<file path="src/rtl/uart_pkg.sv">
// Shared UART constants, serializer state encoding and the helpers that
// derive bit timing from the clock and bit-rate parameters.
package uart_pkg;

    localparam int unsigned DEFAULT_CLK_HZ       = 24_000_000;
    localparam int unsigned DEFAULT_BIT_RATE     = 115_200;
    localparam int unsigned DEFAULT_PAYLOAD_BITS = 8;
    localparam int unsigned DEFAULT_FIFO_DEPTH   = 16;

    localparam int unsigned CLKS_PER_BIT = DEFAULT_CLK_HZ / DEFAULT_BIT_RATE;
    localparam int unsigned CNT_W        = $clog2(CLKS_PER_BIT);

    typedef enum logic [1:0] {
        ST_IDLE  = 2'd0,
        ST_START = 2'd1,
        ST_DATA  = 2'd2,
        ST_STOP  = 2'd3
    } tx_state_e;

    function automatic int unsigned clks_per_bit(input int unsigned clk_hz,
                                                 input int unsigned bit_rate);
        return clk_hz / bit_rate;
    endfunction

    // Counter width for values 0..n-1, never narrower than one bit.
    function automatic int unsigned cnt_width(input int unsigned n);
        return (n > 2) ? $clog2(n) : 1;
    endfunction

endpackage

</file>
<file path="src/rtl/uart_sync_fifo.sv">
// Single-clock FIFO with show-ahead read data and an occupancy count.
// DEPTH must be a power of two so the pointers wrap naturally.
module uart_sync_fifo #(
    parameter int unsigned WIDTH = 8,
    parameter int unsigned DEPTH = 16
) (
    input  logic                       clk_in,
    input  logic                       rst,
    input  logic                       wr_en,
    input  logic [WIDTH-1:0]           wr_data,
    input  logic                       rd_en,
    output logic [WIDTH-1:0]           rd_data,
    output logic                       full,
    output logic                       empty,
    output logic [$clog2(DEPTH):0]     level
);

    localparam int unsigned AW = $clog2(DEPTH);
    localparam int unsigned LW = AW + 1;

    logic [WIDTH-1:0] mem [DEPTH];
    logic [AW-1:0]    wr_ptr;
    logic [AW-1:0]    rd_ptr;
    logic [LW-1:0]    level_q;
    logic             do_push;
    logic             do_pop;

    assign full    = (level_q == LW'(DEPTH));
    assign empty   = (level_q == '0);
    assign level   = level_q;
    assign rd_data = mem[rd_ptr];

    assign do_push = wr_en && !full;
    assign do_pop  = rd_en && !empty;

    // NOTE: storage has no reset; an entry is only readable after it was written.
    always_ff @(posedge clk_in) begin
        if (do_push) begin
            mem[wr_ptr] <= wr_data;
        end
    end

    // NOTE: all state updates are non-blocking so every register sees pre-edge values.
    always_ff @(posedge clk_in or posedge rst) begin
        if (rst) begin
            wr_ptr  <= '0;
            rd_ptr  <= '0;
            level_q <= '0;
        end else begin
            if (do_push) wr_ptr <= wr_ptr + 1'b1;
            if (do_pop)  rd_ptr <= rd_ptr + 1'b1;
            unique case ({do_push, do_pop})
                2'b10:   level_q <= level_q + 1'b1;
                2'b01:   level_q <= level_q - 1'b1;
                default: level_q <= level_q;
            endcase
        end
    end

endmodule

</file>
<file path="src/rtl/uart_tx_buffered.sv">
// Buffered UART transmitter: a byte FIFO feeding a start/data/stop serializer
// whose line output comes straight from a flop.
module uart_tx_buffered
    import uart_pkg::*;
#(
    parameter int unsigned CLK_HZ       = DEFAULT_CLK_HZ,
    parameter int unsigned BIT_RATE     = DEFAULT_BIT_RATE,
    parameter int unsigned PAYLOAD_BITS = DEFAULT_PAYLOAD_BITS,
    parameter int unsigned FIFO_DEPTH   = DEFAULT_FIFO_DEPTH
) (
    input  logic                          clk_in,
    input  logic                          rst,
    input  logic [PAYLOAD_BITS-1:0]       tx_data,
    input  logic                          tx_valid,
    output logic                          tx_ready,
    output logic                          uart_txd,
    output logic                          tx_busy,
    output logic [$clog2(FIFO_DEPTH):0]   fifo_level
);

    localparam int unsigned CPB   = clks_per_bit(CLK_HZ, BIT_RATE);
    localparam int unsigned CW    = cnt_width(CPB);
    localparam int unsigned IDX_W = cnt_width(PAYLOAD_BITS);

    localparam logic [CW-1:0]    CNT_LAST = CW'(CPB - 1);
    localparam logic [IDX_W-1:0] IDX_LAST = IDX_W'(PAYLOAD_BITS - 1);

    tx_state_e                 state_q, state_d;
    logic [CW-1:0]             bit_cnt_q, bit_cnt_d;
    logic [IDX_W-1:0]          bit_idx_q, bit_idx_d;
    logic [PAYLOAD_BITS-1:0]   shift_q, shift_d;
    logic                      txd_q, txd_d;

    logic                      fifo_full;
    logic                      fifo_empty;
    logic                      fifo_pop;
    logic [PAYLOAD_BITS-1:0]   fifo_rd_data;
    logic                      bit_tick;

    uart_sync_fifo #(
        .WIDTH (PAYLOAD_BITS),
        .DEPTH (FIFO_DEPTH)
    ) u_fifo (
        .clk_in  (clk_in),
        .rst     (rst),
        .wr_en   (tx_valid && tx_ready),
        .wr_data (tx_data),
        .rd_en   (fifo_pop),
        .rd_data (fifo_rd_data),
        .full    (fifo_full),
        .empty   (fifo_empty),
        .level   (fifo_level)
    );

    assign tx_ready = !fifo_full;
    assign tx_busy  = (state_q != ST_IDLE) || (fifo_level != '0);
    assign uart_txd = txd_q;
    assign bit_tick = (bit_cnt_q == CNT_LAST);

    // NOTE: every output of this block gets a default first, so no latches are inferred.
    always_comb begin
        state_d   = state_q;
        bit_cnt_d = bit_cnt_q;
        bit_idx_d = bit_idx_q;
        shift_d   = shift_q;
        fifo_pop  = 1'b0;

        unique case (state_q)
            ST_IDLE: begin
                bit_cnt_d = '0;
                bit_idx_d = '0;
                if (!fifo_empty) begin
                    fifo_pop = 1'b1;
                    shift_d  = fifo_rd_data;
                    state_d  = ST_START;
                end
            end
            ST_START: begin
                if (bit_tick) begin
                    bit_cnt_d = '0;
                    bit_idx_d = '0;
                    state_d   = ST_DATA;
                end else begin
                    bit_cnt_d = bit_cnt_q + 1'b1;
                end
            end
            ST_DATA: begin
                if (bit_tick) begin
                    bit_cnt_d = '0;
                    shift_d   = shift_q >> 1;
                    if (bit_idx_q == IDX_LAST) begin
                        bit_idx_d = '0;
                        state_d   = ST_STOP;
                    end else begin
                        bit_idx_d = bit_idx_q + 1'b1;
                    end
                end else begin
                    bit_cnt_d = bit_cnt_q + 1'b1;
                end
            end
            ST_STOP: begin
                if (bit_tick) begin
                    bit_cnt_d = '0;
                    // Back-to-back frames: reload straight into START, no idle bit.
                    if (!fifo_empty) begin
                        fifo_pop = 1'b1;
                        shift_d  = fifo_rd_data;
                        state_d  = ST_START;
                    end else begin
                        state_d  = ST_IDLE;
                    end
                end else begin
                    bit_cnt_d = bit_cnt_q + 1'b1;
                end
            end
            default: state_d = ST_IDLE;
        endcase
    end

    // Line level follows the registered state one cycle later, glitch-free.
    always_comb begin
        unique case (state_q)
            ST_START: txd_d = 1'b0;
            ST_DATA:  txd_d = shift_q[0];
            default:  txd_d = 1'b1;
        endcase
    end

    always_ff @(posedge clk_in or posedge rst) begin
        if (rst) begin
            state_q   <= ST_IDLE;
            bit_cnt_q <= '0;
            bit_idx_q <= '0;
            shift_q   <= '0;
            txd_q     <= 1'b1;
        end else begin
            state_q   <= state_d;
            bit_cnt_q <= bit_cnt_d;
            bit_idx_q <= bit_idx_d;
            shift_q   <= shift_d;
            txd_q     <= txd_d;
        end
    end

endmodule

</file>
<file path="config.mk">
export PLATFORM = sky130hd
export DESIGN_NAME = uart_tx_buffered
export DESIGN_NICKNAME = d
export VERILOG_FILES = /design/src/rtl/uart_pkg.sv /design/src/rtl/uart_sync_fifo.sv /design/src/rtl/uart_tx_buffered.sv
export SDC_FILE = /design/constraint.sdc
export NUM_CORES = 1
export LEC_CHECK = 0
export ABC_AREA = 1
export CAP_MARGIN = 25
export CELL_PAD_IN_SITES_DETAIL_PLACEMENT = 0
export CELL_PAD_IN_SITES_GLOBAL_PLACEMENT = 1
export CORE_UTILIZATION = 47
export DETAILED_ROUTE_END_ITERATION = 12
export PLACE_DENSITY_LB_ADDON = 0.1
export SLEW_MARGIN = 15
export SYNTH_ARGS = -nofsm -noshare
export SYNTH_HDL_FRONTEND = slang
export SYNTH_SLANG_ARGS = --single-unit
</file>
<file path="constraint.sdc">
create_clock -name clk_in -period 3.05 [get_ports clk_in]
set_input_delay 0.61 -clock clk_in [delete_from_list [all_inputs] [get_ports clk_in]]
set_output_delay 0.61 -clock clk_in [all_outputs]
set_load 0.005 [all_outputs]
</file>
; Yosys cells after proc, flatten, opt, wreduce, memory -nomap -nowiden
; Memories as Yosys holds them, arrays and structs flattened.
; Index checks and enable logic that the tools add are counted.
[classes]
mul = 0
n_div = 0
bitwise_logic = 0
magnitude_cmp = 0
n_mux = 24
n_addsub = 6
shift = 0
reduce_logical = 17
eq_ne = 13
[op_table]
columns = op, count
row1 = $mux 8, 4
row2 = $pmux 8 s3, 1
row3 = $pmux 8 s2, 1
row4 = $mux 2, 5
row5 = $ne 2x2->1 const B, 5
row6 = $pmux 5 s2, 1
row7 = $mux 3, 3
row8 = $pmux 3 s3, 1
row9 = $add 4x1->4 const B, 2
row10 = $add 8x1->8 const B, 1
row11 = $eq 8x8->1 const B, 1
row12 = $pmux 2 s4, 1
row13 = $eq 2x2->1 const B, 3
row14 = $reduce_and 3->1, 2
row15 = $reduce_bool 3->1, 2
row16 = $add 5x1->5 const B, 1
row17 = $eq 5x5->1 const B, 1
row18 = $logic_not 5->1, 1
row19 = $mux 1, 5
row20 = $reduce_and 5->1, 1
row21 = $reduce_bool 5->1, 1
row22 = $sub 5x1->5 const B, 1
row23 = $eq 2x1->1 const B, 2
row24 = $pmux 1 s2, 2
row25 = other kinds (8), 12
[word_totals]
ramBits = 128
memories = 1
output_inout_bits = 8
romBits = 0
latchBits = 0
word_cells = 69
input_bits = 11
reg_bits = 35
[memory_table]
columns = memory, words, width, read_ports, rd_clocked_by_memory_dff, wr, line
row1 = u_fifo.mem, 16, 8, 1, 0, 1, uart_sync_fifo.sv:21  ; logic [WIDTH-1:0] mem [DEPTH];

; Longest topological paths before layout
[depth]
word_depth = 7
depth_mapped = 17
mapped_depth_nobuf = 17

; Modules after synthesis
; A second synthesis with hierarchy kept.
[unflattened]
cells_unflattened = 781
area_unflattened_um2 = 7477.2
[modules_own_cells]
columns = module, instances, area_each_um2, seq_area_each_um2, cells_per_inst
row1 = uart_sync_fifo, 1, 6236.0, 4169.0, 623
row2 = uart_tx_buffered, 1, 1241.2, 551.8, 158

; Least setup slack after synthesis
; OpenSTA, ideal clock, no wires.
[synth_timing]
path_kind = register to register
from = register bit_cnt_q[0]
to = register u_fifo.level_q[4] (netlist: u_fifo.level[4])
required_time_ns = 2.934
path_buffers = 0
stages_incl_launch_ff = 18
synth_period_minus_slack_ns = 2.455
t_arrival_ns = 2.338
slack_ns = 0.595
setup_time_ns = 0.116
cell_sequence = dfrtp_1 > ha_1 > nand2_1 > nor2_4 > nand3_4 > nand2_4 > nand3b_1 > inv_1 > ha_1 > inv_1 > fa_1 > inv_1 > a21oi_1 > nor2_1 > nor2_1 > xor2_1 > nand2_1 > nand2_1
[synth_via]
elab_chain_cells = 6
elab_cells_between_ends = 8
classes_between = 3 x eq/ne / 3 x mux / 2 x reduce/logical
[synth_rtl]
columns = item, line
row1 = start: declaration, uart_tx_buffered.sv:29  ; logic [CW-1:0] bit_cnt_q, bit_cnt_d;
row2 = start signal: assignment, uart_tx_buffered.sv:138  ; bit_cnt_q <= bit_cnt_d;
row3 = $eq 8x8->1 (*), uart_tx_buffered.sv:58  ; assign bit_tick = (bit_cnt_q == CNT_LAST);
row4 = $mux 1 (*), uart_tx_buffered.sv:102  ; if (bit_tick) begin
row5 = $pmux 1 s2 (*), uart_tx_buffered.sv:68  ; unique case (state_q)
row6 = $logic_and 1x1->1 (*), uart_sync_fifo.sv:34  ; assign do_pop = rd_en && !empty;
row7 = via u_fifo.do_pop, uart_sync_fifo.sv:26  ; logic do_pop;
row8 = $eq 2x1->1 or $eq 2x2->1 (tied branches), uart_sync_fifo.sv:52  ; unique case ({do_push, do_pop})
row9 = $pmux 5 s2 or $reduce_bool 2->1 (tied branches), -
row10 = end signal: assignment, uart_sync_fifo.sv:53  ; 2'b10: level_q <= level_q + 1'b1;
row11 = end signal: assignment, uart_sync_fifo.sv:54  ; 2'b01: level_q <= level_q - 1'b1;
row12 = end signal: assignment, uart_sync_fifo.sv:55  ; default: level_q <= level_q;
row13 = end: declaration, uart_sync_fifo.sv:24  ; logic [LW-1:0] level_q;
; The timed path passes the listed nets; every way through them passes the cells marked *.
; A chain may end at the register's enable or synchronous reset.

; Worst setup path after layout
; Same ends and word-level chain as after synthesis.

==> impl_metrics.ini <==
[floorplan]
die_area_sq_mm = 0.0160
start_util_pct = 48.0
num_rows = 45
io_pins = 19
die_w_um = 127
design.core.area_sq_mm = 0.0152
die_h_um = 127

[final_layout]
layout.nets = 791
postLayoutCoreUtil_pct = 54.8
final_common_cell = nand2_1
final_cell_mix = 239 x nand2_1, 128 x edfxtp_1, 109 x nor2_1
final_area_sq_mm = 0.00833
antenna_cells = 0
drive_above_1_share_pct = 8.52
area_growth_pct = 14.2
stdcell_count = 963

[power]
pwr-share-clk_pct = 27.8
switchingPower_mw = 2.84
p_total_mw = 7.73
power.density_mw_per_mm2 = 928
intPower_mw = 4.90
leakage_nw = 3.52
ir_drop_uv = 481
pwr-share-comb_pct = 33.8
p_seq_share_pct = 38.4
sw_frac_of_total_pct = 36.7

[run_status]
status = complete, no violations

[critical_path]
critPathKind = reg2reg
end_kind = register
cpPeakStageDelay_ps = 370
crit_path_max_fanout = 7
regToRegSetupSlack_ps = 310
critPathArrivalTime_ps = 3050
reg2reg_depth = 17
r2r-end = u_fifo.level[4]
crit_slowest_cell = dfrtp_1
startpoint = bit_cnt_q[0]
crit_chain = ha_1, nand2_1, nor2_4, nand3_4, nand2_4, nand3b_1, inv_1, ha_2, inv_1, fa_1, inv_1, a21oi_1, nor2_1, nor2_1, xor2_1, nand2_1, nand2_1
r2r-start = bit_cnt_q[0]
critPathRequiredTime_ps = 3360
cp-endpoint = u_fifo.level[4]
startpoint_type = register

[timing]
slew_headroom_pct = 42.6
finalCritPeriodShare_pct = 89.8
rsz0062_at_grt = no
finalSetupViolations = 0
skew_ps = 5.79
period_needed_ps = 2740
report.final.slew_viol_count = 0
whs_ps = 466
hold_viol = 0
setup_slack_ps = 311
max_freq_mhz = 365
fin_tns_setup_ps = 0
worst-slew-pin-transition_ps = 861

[logic_synthesis]
synth_top_family_by_area = simple AND/OR/NAND/NOR gates
synthMuxAreaShare_pct = 0
ys_seq_elements = 163
yosys.area.top_type = edfxtp_1
syn_nets = 757
synthSimpleGateAreaFrac_pct = 23.1
netlist_area_sq_mm = 0.00730
synthAdderAreaFrac_pct = 3.19
synth-xor-area-share_pct = 1.32
postSynthAreaPerCell_sq_um = 10.0
ys_seq_area_share_pct = 64.7
synth_compound_area_share_pct = 2.73
synth_area_leaders = edfxtp_1 53%, nand2_1 12%, dfrtp_1 12%
netlist_instances = 728
synth_cell_type_count = 32
netlist.area_leader.share_pct = 52.7
ys_warn_count = 0

[routing]
drt_iter0_drc = 357
wirelength_um = 15900
wl_per_cell_um = 16.5
drtPass1Iterations = 4
ant_nets = 0
via_per_inst = 4.97
drcViolationCount = 0
route.vias.total = 4782

[placed_design]
dp_cells = 931
dpl_cell_area_sq_mm = 0.00774
io_buffers = 18
post-place-ws_ps = 245
dp_hpwl_um = 10200
finalWeightedCongestion = 0.792

[cts]
cts_setup_buffers = 0
ctsHoldBuffers = 0
htreeDepth = 4
cts-buffers-inserted = 17
clk_pin_slew_ps = 60
root_buffer = clkbuf_16
cts_sinks = 163
post_cts_resized = 0
cts_tree = built
clock_latency_ps = 420
clk_path_buf_depth = 2

[grt]
grt_max_degree = 81
overflow = 0
grtUsageTotal_pct = 21.8
antenna_found_initial = 0
grt_pass1_wl_um = 25400
grt_pass1_vias = 4589

[job]
max_cap_viol_count = 0

[worst_hold_path]
min_path_type = reg2reg
worst min path at each step:
stage	slack, ps	cells past startpoint	to	from
floorplan	430	1	bit_cnt_q[0]	bit_cnt_q[0]
global placement	440	1	bit_cnt_q[0]	bit_cnt_q[0]
detailed placement	460	1	bit_cnt_q[0]	bit_cnt_q[0]
CTS	460	1	bit_cnt_q[0]	bit_cnt_q[0]
global route	490	1	bit_cnt_q[0]	bit_cnt_q[0]
finish	470	1	bit_cnt_q[0]	bit_cnt_q[0]
per-layer routing:
layer	up-vias	GRT usage [%]	wire length (um)
li1	2428	-	-
met3	15	4.09	1060
met2	108	33.0	7190
met5	-	0	0
met1	2231	31.4	7340
met4	0	8.08	268
layout make-up:
cell class / count / area, sq um
Clock inverter: 12 / 155
Multi-Input combinational cell: 479 / 2210
Clock buffer: 20 / 437
Timing Repair Buffer: 39 / 338
Fill cell: 1320 / 6870
Sequential cell: 163 / 4720
Tap cell: 188 / 235
Inverter: 62 / 233
power by group through the flow:
stage                     Combinational [mW]  Clock, mW  Sequential, mW
after floorplan                         1.88          0            2.95
after global placement                  2.62          0            2.99
after detailed placement                2.64          0            3.01
after CTS                               2.65       2.19            2.97
after global routing                    2.99       2.28            3.01
final                                   2.61       2.15            2.97
logic make-up after synthesis:
logic type                 after synthesis
xor gates and xnor gates                11
and+or+nand+nor                        412
DFF                                    163
AOI/OAI and AO/OA                       38
buffers and inverters                   86
adders and majority gates               18
state kept, by name, indices dropped and copies added (netlist names):
signal         flops
bit_cnt_q          8
bit_idx_q          3
shift_q            8
state_q            2
u_fifo.level       5
u_fifo.mem       128
u_fifo.rd_ptr      4
u_fifo.wr_ptr      4
uart_txd           1
worst max-delay path, delay by kind of cell (launching register included):
family          cells  cell delay, ps
compound gates      1              70
xor+xnor            1             130
fa+ha+maj           3             810
buf+inv             3             340
flops               1             370
simple gates        9             920
cell usage after synthesis (all sizes together):
library cell	count
a21o	1
a21oi	8
buf	20
clkbuf	4
clkinv	1
dfrtp	34
dfstp	1
edfxtp	128
fa	1
ha	17
inv	61
nand2	241
nand3	54
nand3b	1
nand4	1
nor2	111
nor3b	3
o211ai	1
o21ai	28
or2	1
xnor2	4
xor2	7
(Power assumes the default switching activity.)
